<file path="src/rtl/bus_arbiter_rr_if.sv">
// bus_arbiter_rr_if: the request/grant bundle shared by the processing cores and the bus arbiter.
//   req         per-core bus request (level)
//   done        per-core release pulse
//   grant       one-hot grant, all-zero when the bus is free
//   bus_sel     index of the owning core (bus/register mux select)
//   bus_busy    high while any grant is asserted
//   reg_load    one-cycle shared-register load enable at grant start
//   timeout_err one-cycle pulse on a forced release
//   timeout_id  core that was last forced off the bus
// Modports: slave = arbiter side, master = core side.
`timescale 1ns/1ps
interface bus_arbiter_rr_if #(
    parameter int unsigned N_REQ = 4,
    parameter int unsigned SEL_W = 2
);
    logic [N_REQ-1:0] req;
    logic [N_REQ-1:0] done;
    logic [N_REQ-1:0] grant;
    logic [SEL_W-1:0] bus_sel;
    logic             bus_busy;
    logic             reg_load;
    logic             timeout_err;
    logic [SEL_W-1:0] timeout_id;

    modport slave (
        input  req, done,
        output grant, bus_sel, bus_busy, reg_load, timeout_err, timeout_id
    );

    modport master (
        output req, done,
        input  grant, bus_sel, bus_busy, reg_load, timeout_err, timeout_id
    );
endinterface

</file>
<file path="src/rtl/bus_arbiter_rr.sv">
// bus_arbiter_rr: round-robin owner selection for the shared 16-bit data bus and its
// load-enabled registers. Grants one core at a time, bounds ownership to MAX_HOLD cycles
// and inserts a one-cycle turnaround between owners.
//   clk    rising-edge clock
//   reset  synchronous, active-high
//   bus    bus_arbiter_rr_if.slave (req/done in; grant, bus_sel, bus_busy, reg_load,
//          timeout_err, timeout_id out, all registered)
`timescale 1ns/1ps
module bus_arbiter_rr #(
    parameter int unsigned N_REQ    = 4,
    parameter int unsigned SEL_W    = 2,
    parameter int unsigned MAX_HOLD = 16,
    parameter int unsigned HOLD_W   = 5
) (
    input  logic             clk,
    input  logic             reset,
    bus_arbiter_rr_if.slave  bus
);

    typedef enum logic [1:0] {
        ST_IDLE = 2'd0,
        ST_BUSY = 2'd1,
        ST_TURN = 2'd2
    } state_t;

    state_t           r_state, w_state_nxt;
    logic [SEL_W-1:0] r_ptr, w_ptr_nxt;
    logic [N_REQ-1:0] r_grant, w_grant_nxt;
    logic [SEL_W-1:0] r_sel, w_sel_nxt;
    logic             r_busy, w_busy_nxt;
    logic             r_load, w_load_nxt;
    logic             r_terr, w_terr_nxt;
    logic [SEL_W-1:0] r_tid, w_tid_nxt;
    logic [HOLD_W-1:0] r_hold, w_hold_nxt;

    logic             w_pick_valid;
    logic [SEL_W-1:0] w_pick_idx;
    logic [SEL_W-1:0] w_cand;
    logic [SEL_W-1:0] w_sel_succ;

    // First requester found scanning ptr, ptr+1, ... modulo N_REQ.
    always_comb begin
        w_pick_valid = 1'b0;
        w_pick_idx   = '0;
        w_cand       = '0;
        for (int i = 0; i < int'(N_REQ); i++) begin
            w_cand = SEL_W'((int'(r_ptr) + i) % int'(N_REQ));
            if (!w_pick_valid && bus.req[w_cand]) begin
                w_pick_valid = 1'b1;
                w_pick_idx   = w_cand;
            end
        end
    end

    // Pointer value after the current owner releases: the core after it, wrapping.
    assign w_sel_succ = (r_sel == SEL_W'(N_REQ - 1)) ? '0 : r_sel + SEL_W'(1);

    // Next-state and registered-output logic.
    always_comb begin
        w_state_nxt = r_state;
        w_ptr_nxt   = r_ptr;
        w_grant_nxt = r_grant;
        w_sel_nxt   = r_sel;
        w_busy_nxt  = r_busy;
        w_load_nxt  = 1'b0;
        w_terr_nxt  = 1'b0;
        w_tid_nxt   = r_tid;
        w_hold_nxt  = r_hold;

        case (r_state)
            ST_IDLE: begin
                if (w_pick_valid) begin
                    w_state_nxt = ST_BUSY;
                    w_grant_nxt = N_REQ'(1) << w_pick_idx;
                    w_sel_nxt   = w_pick_idx;
                    w_busy_nxt  = 1'b1;
                    w_load_nxt  = 1'b1;
                    w_hold_nxt  = HOLD_W'(1);
                end
            end
            ST_BUSY: begin
                // Only the owner's done/req matter; a done in the limit cycle beats the timeout.
                if (bus.done[r_sel] || !bus.req[r_sel]) begin
                    w_state_nxt = ST_TURN;
                    w_grant_nxt = '0;
                    w_busy_nxt  = 1'b0;
                    w_ptr_nxt   = w_sel_succ;
                end else if (r_hold == HOLD_W'(MAX_HOLD)) begin
                    w_state_nxt = ST_TURN;
                    w_grant_nxt = '0;
                    w_busy_nxt  = 1'b0;
                    w_ptr_nxt   = w_sel_succ;
                    w_terr_nxt  = 1'b1;
                    w_tid_nxt   = r_sel;
                end else begin
                    w_hold_nxt  = r_hold + HOLD_W'(1);
                end
            end
            ST_TURN: begin
                // Turnaround cycle: bus idle, bus_sel keeps the previous owner.
                w_state_nxt = ST_IDLE;
            end
            default: begin
                w_state_nxt = ST_IDLE;
                w_grant_nxt = '0;
                w_busy_nxt  = 1'b0;
            end
        endcase
    end

    // State and output registers.
    always_ff @(posedge clk) begin
        if (reset) begin
            r_state <= ST_IDLE;
            r_ptr   <= '0;
            r_grant <= '0;
            r_sel   <= '0;
            r_busy  <= 1'b0;
            r_load  <= 1'b0;
            r_terr  <= 1'b0;
            r_tid   <= '0;
            r_hold  <= '0;
        end else begin
            r_state <= w_state_nxt;
            r_ptr   <= w_ptr_nxt;
            r_grant <= w_grant_nxt;
            r_sel   <= w_sel_nxt;
            r_busy  <= w_busy_nxt;
            r_load  <= w_load_nxt;
            r_terr  <= w_terr_nxt;
            r_tid   <= w_tid_nxt;
            r_hold  <= w_hold_nxt;
        end
    end

    assign bus.grant       = r_grant;
    assign bus.bus_sel     = r_sel;
    assign bus.bus_busy    = r_busy;
    assign bus.reg_load    = r_load;
    assign bus.timeout_err = r_terr;
    assign bus.timeout_id  = r_tid;

endmodule

</file>
<file path="src/flat_wrapper.sv">
// flat-port wrapper written by rule: the top's interface ports become plain ports
module bus_arbiter_rr_flat 
#(
    parameter int unsigned N_REQ    = 4,
    parameter int unsigned SEL_W    = 2,
    parameter int unsigned MAX_HOLD = 16,
    parameter int unsigned HOLD_W   = 5
)
  (clk, reset, bus_req, bus_done, bus_grant, bus_bus_sel, bus_bus_busy, bus_reg_load, bus_timeout_err, bus_timeout_id);
  bus_arbiter_rr_if #(.N_REQ(N_REQ), .SEL_W(SEL_W)) bus_i ();
  input  logic clk;
  input  logic reset;
  input wire logic [$bits(bus_i.req)-1:0] bus_req;
  input wire logic [$bits(bus_i.done)-1:0] bus_done;
  output wire logic [$bits(bus_i.grant)-1:0] bus_grant;
  output wire logic [$bits(bus_i.bus_sel)-1:0] bus_bus_sel;
  output wire logic [$bits(bus_i.bus_busy)-1:0] bus_bus_busy;
  output wire logic [$bits(bus_i.reg_load)-1:0] bus_reg_load;
  output wire logic [$bits(bus_i.timeout_err)-1:0] bus_timeout_err;
  output wire logic [$bits(bus_i.timeout_id)-1:0] bus_timeout_id;
  assign bus_i.req = bus_req;
  assign bus_i.done = bus_done;
  assign bus_grant = bus_i.grant;
  assign bus_bus_sel = bus_i.bus_sel;
  assign bus_bus_busy = bus_i.bus_busy;
  assign bus_reg_load = bus_i.reg_load;
  assign bus_timeout_err = bus_i.timeout_err;
  assign bus_timeout_id = bus_i.timeout_id;
  bus_arbiter_rr #(.N_REQ(N_REQ), .SEL_W(SEL_W), .MAX_HOLD(MAX_HOLD), .HOLD_W(HOLD_W)) u_core (.clk(clk), .reset(reset), .bus(bus_i));
endmodule
</file>
<file path="config.mk">
export PLATFORM = sky130hd
export DESIGN_NAME = bus_arbiter_rr_flat
export DESIGN_NICKNAME = d
export VERILOG_FILES = /design/src/rtl/bus_arbiter_rr_if.sv /design/src/rtl/bus_arbiter_rr.sv /design/src/flat_wrapper.sv
export SDC_FILE = /design/constraint.sdc
export NUM_CORES = 1
export LEC_CHECK = 0
export CORE_ASPECT_RATIO = 0.5
export CORE_MARGIN = 4
export CORE_UTILIZATION = 40
export DETAILED_ROUTE_END_ITERATION = 6
export PLACE_DENSITY_LB_ADDON = 0.2
export REMOVE_ABC_BUFFERS = 1
export SLEW_MARGIN = 10
export SYNTH_ARGS = -nofsm -noshare
export SYNTH_HDL_FRONTEND = slang
export SYNTH_SLANG_ARGS = --single-unit
</file>
<file path="constraint.sdc">
create_clock -name clk -period 2.2 [get_ports clk]
set_input_delay 0.55 -clock clk [delete_from_list [all_inputs] [get_ports clk]]
set_output_delay 0.55 -clock clk [all_outputs]
set_load 0.005 [all_outputs]
</file>
== After elaboration in Yosys (flattened, before gate mapping) ==
Index checks and enable logic that the tools add are counted.
Storage, ports and cells
  flip-flop bits (word level): 20
  bits of input ports: 10
  output and inout port bits: 11
  logic and storage cells: 92
Operators by class
  add/sub/neg operators: 5
  order comparisons: 5
  eq/ne operators: 8
  shift-type cells: 1
  multiplexer cells: 41
  bitwise operators: 4
  reduce and logical (&&, ||, !) cells: 19
Operators by type and width (number)
  $mux 2: 10
  $lt 2x3->1 const B: 5
  $mux 1: 15
  $mux 5: 3
  $bmux 1 s2: 6
  $mux 4: 3
  $pmux 4 s3: 1
  $pmux 5 s2: 1
  $reduce_and 2->1: 3
  $reduce_and 3->1: 2
  $add 5x1->5 const B: 1
  $eq 5x5->1 const B: 1
  $add 2x1->2 const B: 2
  $add 2x2->2 const B: 2
  $eq 2x2->1 const B: 2
  $logic_not 1->1: 4
  $ne 2x2->1 const B: 2
  $not 1->1: 4
  $pmux 2 s2: 1
  $reduce_and 4->1: 1
  $reduce_bool 2->1: 2
  $shl 1x2->4 const A: 1
  $logic_and 1x1->1: 3
  $ne 3x1->1 const B: 1
  7 further kinds: 7

== Logic depth before layout (Yosys ltp) ==
Gate-level depths: netlist of run 1.
  depth in word-level cells: 15
  mapped depth: 6
  gate-level depth less buffers: 6

== Worst setup path before layout of run 1 ==
No wires, ideal clock.
  kind: input to register
  from: input bus_done[3]
  to: register u_core.r_hold[2]
  library setup time: 0.086 ns
  arrival: 1.967 ns
  data required time: 2.114 ns
  setup slack: 0.147 ns
  stages on the path: 5
  path buffers: 1
  cell sequence: nand2b_1 -> mux4_2 -> buf_6 -> or4_1 -> a211oi_1
Between the ends
  longest elaborated chain between the ends: 5
Ends and longest elaborated chain
  start: declaration: line flat_wrapper.sv:14  | input wire logic [$bits(bus_i.done)-1:0] bus_done;
  $bmux 1 s2: line bus_arbiter_rr.sv:83  | if (bus.done[r_sel] || !bus.req[r_sel]) begin
  $mux 1 (not written as such): line bus_arbiter_rr.sv:83
  $logic_or 1x1->1: line bus_arbiter_rr.sv:83
  $ne 2x2->1 (no source line)
  $reduce_and 4->1 (no source line)
  end signal: assignment: line bus_arbiter_rr.sv:132  | r_hold <= w_hold_nxt;
  end: declaration: line bus_arbiter_rr.sv:34  | logic [HOLD_W-1:0] r_hold, w_hold_nxt;
No other way between the ends. The select of a mux whose other input is x is not followed.
A chain may end at the register's enable or synchronous reset.

== Worst setup path after layout of run 1 ==
  from: input bus_req[2]
  to: register u_core.r_hold[3]
Between the ends
  longest elaborated chain between the ends: 14
  elaborated cells between the ends (all ways): 25
  classes of those cells: eq/ne (2); mux (14); reduce/logical (9)
Ends and longest elaborated chain
  start: declaration: line flat_wrapper.sv:13  | input wire logic [$bits(bus_i.req)-1:0] bus_req;
  $bmux 1 s2: line bus_arbiter_rr.sv:48  | if (!w_pick_valid && bus.req[w_cand]) begin
  $mux 1 (not written as such): line bus_arbiter_rr.sv:48
  $mux 1: line bus_arbiter_rr.sv:48
  $logic_not 1->1: line bus_arbiter_rr.sv:48
  $logic_and 1x1->1: line bus_arbiter_rr.sv:48
  $mux 1: line bus_arbiter_rr.sv:48
  $logic_not 1->1: line bus_arbiter_rr.sv:48
  $logic_and 1x1->1: line bus_arbiter_rr.sv:48
  $mux 1: line bus_arbiter_rr.sv:48
  $logic_not 1->1: line bus_arbiter_rr.sv:48
  $logic_and 1x1->1: line bus_arbiter_rr.sv:48
  $mux 1: line bus_arbiter_rr.sv:48
  $ne 2x1->1 (no source line)
  $reduce_and 4->1 (no source line) *
Every way passes the cells marked *; elsewhere a longest branch is shown, timed or not. The select of a mux whose other input is x is not followed.

==> results.yml, run 1 <==
outcome:
  status: "finished, final reports clean"
worst_setup_path:
  critPathKind: "input port to register"
  crit_path_end_kind: "register"
  required_ns: 2.39
  critPathLaunchType: "input port"
  critPathArrivalTime_ns: 2.35
  path_max_fanout: 4
sta:
  setup_viol: 0
  clock.fmax_mhz: 462
  maxSlewHeadroom_pct: 69.6
  post-route-min-period_ns: 2.16
  clock_skew_ns: 0.00521
  tightest_slew_ns: 0.454
  rsz0062_at_grt: "false"
  hold_viol: 0
  period_share_pct: 98.3
  slew_viol_final: 0
  holdWs_ns: 0.476
global_route:
  met3_usage_pct: 5.49
  grt_max_degree: 19
  grt_pass1_vias: 925
  grt_busiest_layer: "met2"
  grt_overflow: 0
  antenna_found_initial: 0
  gr-usage-met2_pct: 22.0
  grt_pass1_wl_um: 4250
  grt_usage_pct: 15.5
  met1_usage_pct: 22.0
final_layout:
  final_cell_mix: "clkdlybuf4s50_1, dfxtp_1, buf_4, nand2b_1, a21oi_1"
  syn2layout_area_growth_pct: 44.7
  num_antenna_cells: 0
  fin_area_um2: 1530
  post-route-util_pct: 64.8
  nets: 171
  final_cell_count_no_fill: 192
  drive_above_1_share_pct: 19.1
clocking:
  cts_tree: "done"
  ctsHoldBuffers: 0
  clock_latency_ns: 0.27
  postCtsSetupBuffers: 0
  root_buffer: "clkbuf_8"
  cts-buffers-inserted: 3
  cts.sinks: 20
  clockBufferDepth: 2
  htree_levels: 1
  path_clk_slew_ns: 0.08
logic_synthesis:
  synth_area_um2: 1060
  synth_xor_xnor_area_share_pct: 0
  ys_seq_elements: 20
  synth-main-ff-cell: "dfxtp_1"
  ys_warn_count: 0
  postSynthAreaPerCell_um2: 9.03
  synth_cells: 117
  async_flop_share_pct: 0
  synth.distinct_cells: 32
  synth-edff-count: 0
  synth_compound_area_share_pct: 20.9
  synthSimpleGateAreaFrac_pct: 26.7
  synthAdderAreaFrac_pct: 3.55
  muxShareOfSynthArea_pct: 7.11
  yosysSeqAreaShare_pct: 37.9
  synth_top_family_by_area: "simple AND/OR/NAND/NOR gates"
die:
  initial_utilization_pct: 44.8
  rows: 12
  die_area_um2: 3580
  coreArea_um2: 2360
  io_pins: 21
  die_w_um: 80.7
  die-height_um: 44.3
detailed_routing:
  wire_per_inst_um: 13.6
  route.detailed.drc: 0
  vias_per_cell: 5.42
  drt-total-wl_um: 2600
  drt_iter0_markers: 41
  firstDrtPassIters: 4
  ant_nets: 0
  via_count: 1040
run:
  max_cap_violations: 0
power:
  max-vdd-ir-drop_uv: 425
  p_per_area_nw_per_um2: 676
  leakage_nw: 0.556
place:
  placed_cell_area_um2: 1440
  dp_cells: 188
  io_buffer_count: 20
  gp_congestion: 0.804
  dpl.hpwl_um: 2020
hold_path:
  hold_path_class: "register to register"
synth_stat cells, types with 2 or more instances:
| cell type | instances | area (um^2) |
|---|---|---|
| or4_1 | 3 | 22.5 |
| nand3_1 | 2 | 10.0 |
| nand4_1 | 3 | 18.8 |
| ha_1 | 3 | 37.5 |
| dfxtp_1 | 20 | 400 |
| a21oi_1 | 10 | 50.1 |
| or3_1 | 3 | 18.8 |
| nor3_1 | 4 | 20.0 |
| a211oi_1 | 2 | 15.0 |
| nand2b_1 | 11 | 68.8 |
| nor2b_1 | 7 | 43.8 |
| mux4_2 | 2 | 45.0 |
| o31ai_1 | 5 | 37.5 |
| clkbuf_1 | 2 | 7.51 |
| o32ai_1 | 4 | 35.0 |
| mux2i_1 | 3 | 30.0 |
| o21ai_0 | 2 | 10.0 |
| nand2_1 | 4 | 15.0 |
| nor4_1 | 2 | 12.5 |
| nor2_1 | 6 | 22.5 |
| o21a_1 | 2 | 15.0 |
| o211ai_1 | 2 | 15.0 |
| inv_1 | 6 | 22.5 |
cells by family after synthesis:
family / count (synthesis)
muxes: 5
DFF: 20
adders and majority gates: 3
buffers and inverters: 9
AOI/OAI and AO/OA: 32
and+or+nand+nor: 48
worst max-delay path, cell delays in order:
cell	delay [ns]
clkdlybuf4s50_1	0.50
nand2b_1	0.08
mux4_2	0.52
or4_1	0.48
a211oi_1	0.22
where the power goes:
part           switching (W)  total, W  internal, W
logic               0.000109  0.000246     0.000137
clock network       0.000132  0.000375     0.000243
registers          0.0000248  0.000411     0.000386
layout make-up:
type,count,area [um^2]
fillers,195,830
multi-input cells,88,634
flip-flops and latches,20,400
repair buffers,39,355
well taps,35,43.8
clock buffers,3,41.3
clock inverters,1,30.0
inverters,6,22.5
final timing paths:
check / slack [ns] / from / to / cells past startpoint
hold reg to reg: 0.48 / u_core.bus.timeout_id[0] / u_core.bus.timeout_id[0] / 2
hold / removal: 0.48 / u_core.bus.timeout_id[0] / u_core.bus.timeout_id[0] / 2
setup / recovery: 0.04 / bus_req[2] / u_core.r_hold[3] / 5
setup reg to reg: 0.34 / u_core.bus.bus_sel[1] / u_core.r_hold[3] / 3
flip-flops by register name, summed over array words and instances, names as in the netlist, 2 cells and up:
register               count
u_core.bus.bus_sel         2
u_core.bus.grant           4
u_core.bus.timeout_id      2
u_core.r_hold              5
u_core.r_ptr               2
u_core.r_state             2
metrics by stage:
stage	power, W	worst slack (ns)	setup TNS (ns)
after CTS	0.00104	0.0164	0
after floorplan	0.000522	0.189	0
after global placement	0.000659	-0.279	-2.26
after detailed placement	0.000661	-0.295	-2.94
after global routing	0.00109	0.00555	0
final	0.00103	0.0375	0
timing repair:
| action | 4_1_cts | 5_1_grt |
|---|---|---|
| gates resized for setup | 0 | 4 |
| setup endpoints to repair | 1 | 7 |
| pin swaps | 1 | 2 |
| gates cloned | 0 | 0 |
per-layer routing:
layer	part of all wire [%]	routed length [um]
met4	0.54	14
met2	42	1090
met1	52	1350
met3	5.8	151
met5	0	0
Power figures use the tool's default switching activity.
==> inputs of run 2 (changes only) <==
- CTS_BUF_LIST: unset -> sky130_fd_sc_hd__clkbuf_16
- SLEW_MARGIN: 10 -> unset
==> run 2 against run 1 <==
Against the previous run: sequential share of layout area shrank 0.55 points; first-iteration DRC count decreased by 7.3%; utilization increased by 1.4 points; register-to-register slack gained 0.02 ns; count of clock-buffer cells in the layout stayed put; non-clock buffer count did not move; sequential power barely moved; via count fell by 1.9%; cell count is the same; hold slack got worse by 0.0027 ns; critical path depth unchanged; critical endpoint unchanged; largest cell class unchanged; highest routed layer unchanged.
==> results.yml, run 2 (synthesized netlist as in run 1, its figures left out) <==
global_route:
  grt_max_degree: 19
  grt_overflow: 0
  grt_usage_pct: 15.9
  grt_pass1_vias: 918
  grt_pass1_wl_um: 4350
  antenna_found_initial: 0
final_layout:
  regMostFlops: "u_core.r_hold"
  drive_above_1_share_pct: 19.1
  final_cell_count_no_fill: 192
  num_antenna_cells: 0
  syn2layout_area_growth_pct: 47.7
  largest_register_ffs: 5
  nets: 171
  final_cell_mix: "dfxtp_1, clkdlybuf4s50_1, buf_4, nand2b_1, a21oi_1"
  final_common_cell: "dfxtp_1"
  num-fill-cells: 190
  post-route-util_pct: 66.2
sta:
  clock_skew_ns: 0.00610
  rsz0062_at_grt: "false"
  slew_viol_final: 0
  tightest_slew_ns: 0.447
  clock.fmax_mhz: 465
  hold_viol: 0
  setup_viol: 0
  period_share_pct: 97.7
  post-route-min-period_ns: 2.15
  maxSlewHeadroom_pct: 70.0
die:
  die_area_um2: 3580
  rows: 12
  initial_utilization_pct: 44.8
  io_pins: 21
  coreArea_um2: 2360
  die_w_um: 80.7
  die-height_um: 44.3
worst_setup_path:
  path_max_fanout: 4
  critPathKind: "input port to register"
  crit_path_end_kind: "register"
  critPathTopFamily: "simple AND/OR/NAND/NOR gates"
  critPathArrivalTime_ns: 2.33
  critPathLaunchType: "input port"
  crit_chain: "clkdlybuf4s50_1, nand2b_1, mux4_2, or4_1, a211oi_1"
  critPathMaxStageDelay_ns: 0.52
  critical-path-slowest-cell: "mux4_2"
  path_buf_inv: 1
  required_ns: 2.38
clocking:
  htree_levels: 1
  clock_latency_ns: 0.26
  path_clk_slew_ns: 0.06
  postCtsSetupBuffers: 0
  cts.sinks: 20
  ctsHoldBuffers: 0
  root_buffer: "clkbuf_16"
  clockBufferDepth: 2
  cts-buffers-inserted: 3
  cts_tree: "done"
detailed_routing:
  firstDrtPassIters: 4
  drt_iter0_markers: 38
  ant_nets: 0
  vias_per_cell: 5.31
  drt-total-wl_um: 2710
  route.detailed.drc: 0
  wire_per_inst_um: 14.1
  via_count: 1020
place:
  dpl.hpwl_um: 2020
  gp_congestion: 0.804
  io_buffer_count: 20
  dp_cells: 188
power:
  clkPwrFrac_pct: 43.4
  netSwitchingFraction_pct: 24.0
  p_comb_share_pct: 21.2
  seq_power_share_pct: 35.5
  p_total_w: 0.00116
  power.switching_w: 0.000279
  leakage_nw: 0.573
  internal_power_w: 0.000884
  max-vdd-ir-drop_uv: 339
  p_per_area_nw_per_um2: 746
outcome:
  status: "finished, final reports clean"
run:
  max_cap_violations: 0
hold_path:
  hold_path_class: "register to register"
[run 2: changes by cell type in the layout (fill, tap and decap cells not counted), sizes merged]
cell | before | now
clkdlybuf4s50 | 20 | 19
dlygate4sd2 | 0 | 1
[run 2: layout make-up]
cell class | instances | area, um^2 | area share (%)
Sequential cell | 20 | 400 | 25.7
Inverter | 6 | 22.5 | 1.44
Timing Repair Buffer | 39 | 354 | 22.7
Clock buffer | 3 | 75.1 | 4.81
Multi-Input combinational cell | 88 | 634 | 40.7
Clock inverter | 1 | 30.0 | 1.92
Tap cell | 35 | 43.8 | 2.81
[run 2: layer usage]
metal	vias up	routed length (um)	part of all wire, %	track usage [%]
li1	523	-	-	-
met1	475	1380	51	22.7
met2	20	1170	43	23.2
met3	2	152	5.6	5.08
met4	0	8	0.30	4.04
met5	-	0	0	0
[run 2: timing repair]
action	CTS	global route
endpoints found under the setup margin	1	9
resized for setup	1	4
pin swaps	1	3
[run 2: worst reg2reg max path, cell delays in order, from the launching register on]
cell and delay (ns):
dfxtp_1 0.49, mux4_2 0.61, or4_1 0.48, a211oi_1 0.19
[run 2: power by group through the flow]
stage	clock network (W)	logic [W]	registers (W)
6_report	0.000504	0.000246	0.000413
2_1_floorplan	0	0.000107	0.000415
5_1_grt	0.000531	0.000269	0.000417
3_3_place_gp	0	0.000240	0.000419
3_5_place_dp	0	0.000242	0.000419
4_1_cts	0.000515	0.000243	0.000412
[run 2: stage by stage]
step / cell area, um^2 / setup TNS [ns] / setup slack, ns / hold WS (ns)
after floorplan: 1040 / 0 / 0.189 / 0.458
after global placement: 1440 / -2.26 / -0.279 / 0.460
after detailed placement: 1440 / -2.94 / -0.295 / 0.465
after CTS: 1540 / 0 / 0.00504 / 0.477
after global routing: 1560 / 0 / 0.000367 / 0.486
final: 1560 / 0 / 0.0516 / 0.473
[run 2: final timing paths]
path / startpoint / endpoint / slack [ns] / cells after the start
hold / removal: u_core.bus.timeout_id[0] / u_core.bus.timeout_id[0] / 0.47 / 2
setup / recovery: bus_done[2] / u_core.r_hold[3] / 0.05 / 5
setup reg to reg: u_core.bus.bus_sel[1] / u_core.r_hold[3] / 0.36 / 3
hold reg to reg: u_core.bus.timeout_id[0] / u_core.bus.timeout_id[0] / 0.47 / 2
==> inputs of run 3 (changes only) <==
--- a/config.mk
+++ b/config.mk
@@ -7,5 +7,3 @@
 export LEC_CHECK = 0
-export CORE_ASPECT_RATIO = 0.5
-export CORE_MARGIN = 4
-export CORE_UTILIZATION = 40
+export CORE_UTILIZATION = 50
 export CTS_BUF_LIST = sky130_fd_sc_hd__clkbuf_16
==> constraint.sdc (replaced) <==
create_clock -name clk -period 2.2 [get_ports clk]
set_input_delay 0.44 -clock clk [delete_from_list [all_inputs] [get_ports clk]]
set_output_delay 0.44 -clock clk [all_outputs]
set_load 0.005 [all_outputs]
==> run 3 against run 2 <==
Against the previous run: clock skew fell by 0.0024 ns; clock power down 26%; sequential power about the same; global-route usage rose by 11 points; critical endpoint is now u_core.r_hold[2]; power fell by 13%; non-clock buffer count decreased by 7; via count up 5.2%; largest power group is now sequential cells; highest routed layer unchanged; critical path depth unchanged.
==> results.yml, run 3 (synthesized netlist as in run 1, its figures left out) <==
sta:
  maxSlewHeadroom_pct: 67.4
  clock.fmax_mhz: 477
  holdWs_ns: 0.475
  period_share_pct: 95.2
  hold_viol: 0
  post-route-min-period_ns: 2.09
  rsz0062_at_grt: "false"
  tightest_slew_ns: 0.482
  slew_viol_final: 0
  setup_viol: 0
  clock_skew_ns: 0.00369
  timing.final.ws_setup_ns: 0.105
power:
  max-vdd-ir-drop_uv: 533
  leakage_nw: 0.518
  p_per_area_nw_per_um2: 700
  p_total_w: 0.00102
hold_path:
  min_from: "u_core.bus.grant[2]"
  hold_path_class: "register to register"
  hold_path_depth: 2
  hold_end: "u_core.bus.grant[2]"
worst_setup_path:
  r2r_end: "u_core.r_hold[2]"
  required_ns: 2.37
  reg2reg_depth: 3
  path_max_fanout: 6
  critPathLaunchType: "input port"
  critPathKind: "input port to register"
  reg2reg_slack_ns: 0.31
  reg2reg_from: "u_core.bus.bus_sel[1]"
  crit_path_end_kind: "register"
  critPathArrivalTime_ns: 2.26
  startpoint: "bus_done[3]"
global_route:
  grt_max_degree: 18
  antenna_found_initial: 0
  grt_pass1_wl_um: 4200
  grt_overflow: 0
  grt_pass1_vias: 956
  grt_usage_pct: 26.7
die:
  die_w_um: 48.0
  initial_utilization_pct: 53.3
  die_area_um2: 2300
  die-height_um: 48.0
  coreArea_um2: 1980
  io_pins: 21
  rows: 16
clocking:
  postCtsSetupBuffers: 0
  htree_levels: 1
  root_buffer: "clkbuf_16"
  clockBufferDepth: 2
  cts.sinks: 20
  path_clk_slew_ns: 0.06
  clock_latency_ns: 0.25
  cts_tree: "done"
  ctsHoldBuffers: 0
  cts-buffers-inserted: 3
detailed_routing:
  route.detailed.drc: 0
  wire_per_inst_um: 15.1
  via_count: 1073
  vias_per_cell: 6.06
  ant_nets: 0
  drt_iter0_markers: 22
  firstDrtPassIters: 6
  drt-total-wl_um: 2680
place:
  placed_cell_area_um2: 1360
  gp_congestion: 0.796
  io_buffer_count: 20
  pre_cts_slack_ns: -0.160
  dpl.hpwl_um: 1930
  dp_cells: 173
final_layout:
  regMostFlops: "u_core.r_hold"
  regArea_um2: 400
  num-fill-cells: 142
  largest_register_ffs: 5
  multi_input_area_um2: 626
  final_cell_mix: "clkdlybuf4s50_1, dfxtp_1, buf_4, nand2b_1, a21oi_1"
  num_antenna_cells: 0
  fin_area_um2: 1450
  final_cell_count_no_fill: 177
  drive_above_1_share_pct: 13.3
  syn2layout_area_growth_pct: 37.4
  nets: 164
outcome:
  status: "finished, final reports clean"
run:
  max_cap_violations: 0
[run 3: per-layer routing]
layer	track usage (%)	share of wire [%]	up-vias
li1	-	-	509
met5	0	0	-
met4	11.7	1.1	0
met1	33.1	42	519
met2	45.1	51	41
met3	4.53	5.9	4
[run 3: how the worst max path moves through the flow]
stage / end / slack, ns
6_report: u_core.r_hold[2] / 0.11
5_1_grt: u_core.r_hold[2] / 0.03
4_1_cts: u_core.bus.grant[0] / 0.04
3_5_place_dp: u_core.bus.grant[0] / -0.16
3_3_place_gp: u_core.bus.grant[2] / -0.12
2_1_floorplan: u_core.r_hold[2] / 0.30
[run 3: what timing repair did]
action / CTS / global route
resized for setup: 0 / 2
setup endpoints to repair: 0 / 2
endpoints found under the hold margin: 0 / 0
[run 3: final cells by class]
class,instances,area share (%)
clock inverter,1,0.259
tap,27,2.33
multi-input combinational,88,43.1
timing repair buffer,32,20.0
clock buffer,3,5.17
sequential,20,27.6
inverter,6,1.55
[run 3: critical path, stage by stage]
cell and delay (ns):
clkdlybuf4s50_1 0.43, nand2b_1 0.15, mux4_2 0.52, or4_1 0.51, a211oi_1 0.22
[run 3: report_power, final]
part	internal (W)	switching [W]	leakage, nW
Clock	0.000242	0.000133	0.0385
Combinational	0.000119	0.000108	0.316
Sequential	0.000387	0.0000263	0.163
[run 3: through the flow]
step	utilization (%)	TNS, ns
floorplan	-	0
global placement	68.7	-0.830
detailed placement	68.7	-1.17
CTS	72.7	0
global route	73.2	0
finish	73.2	0
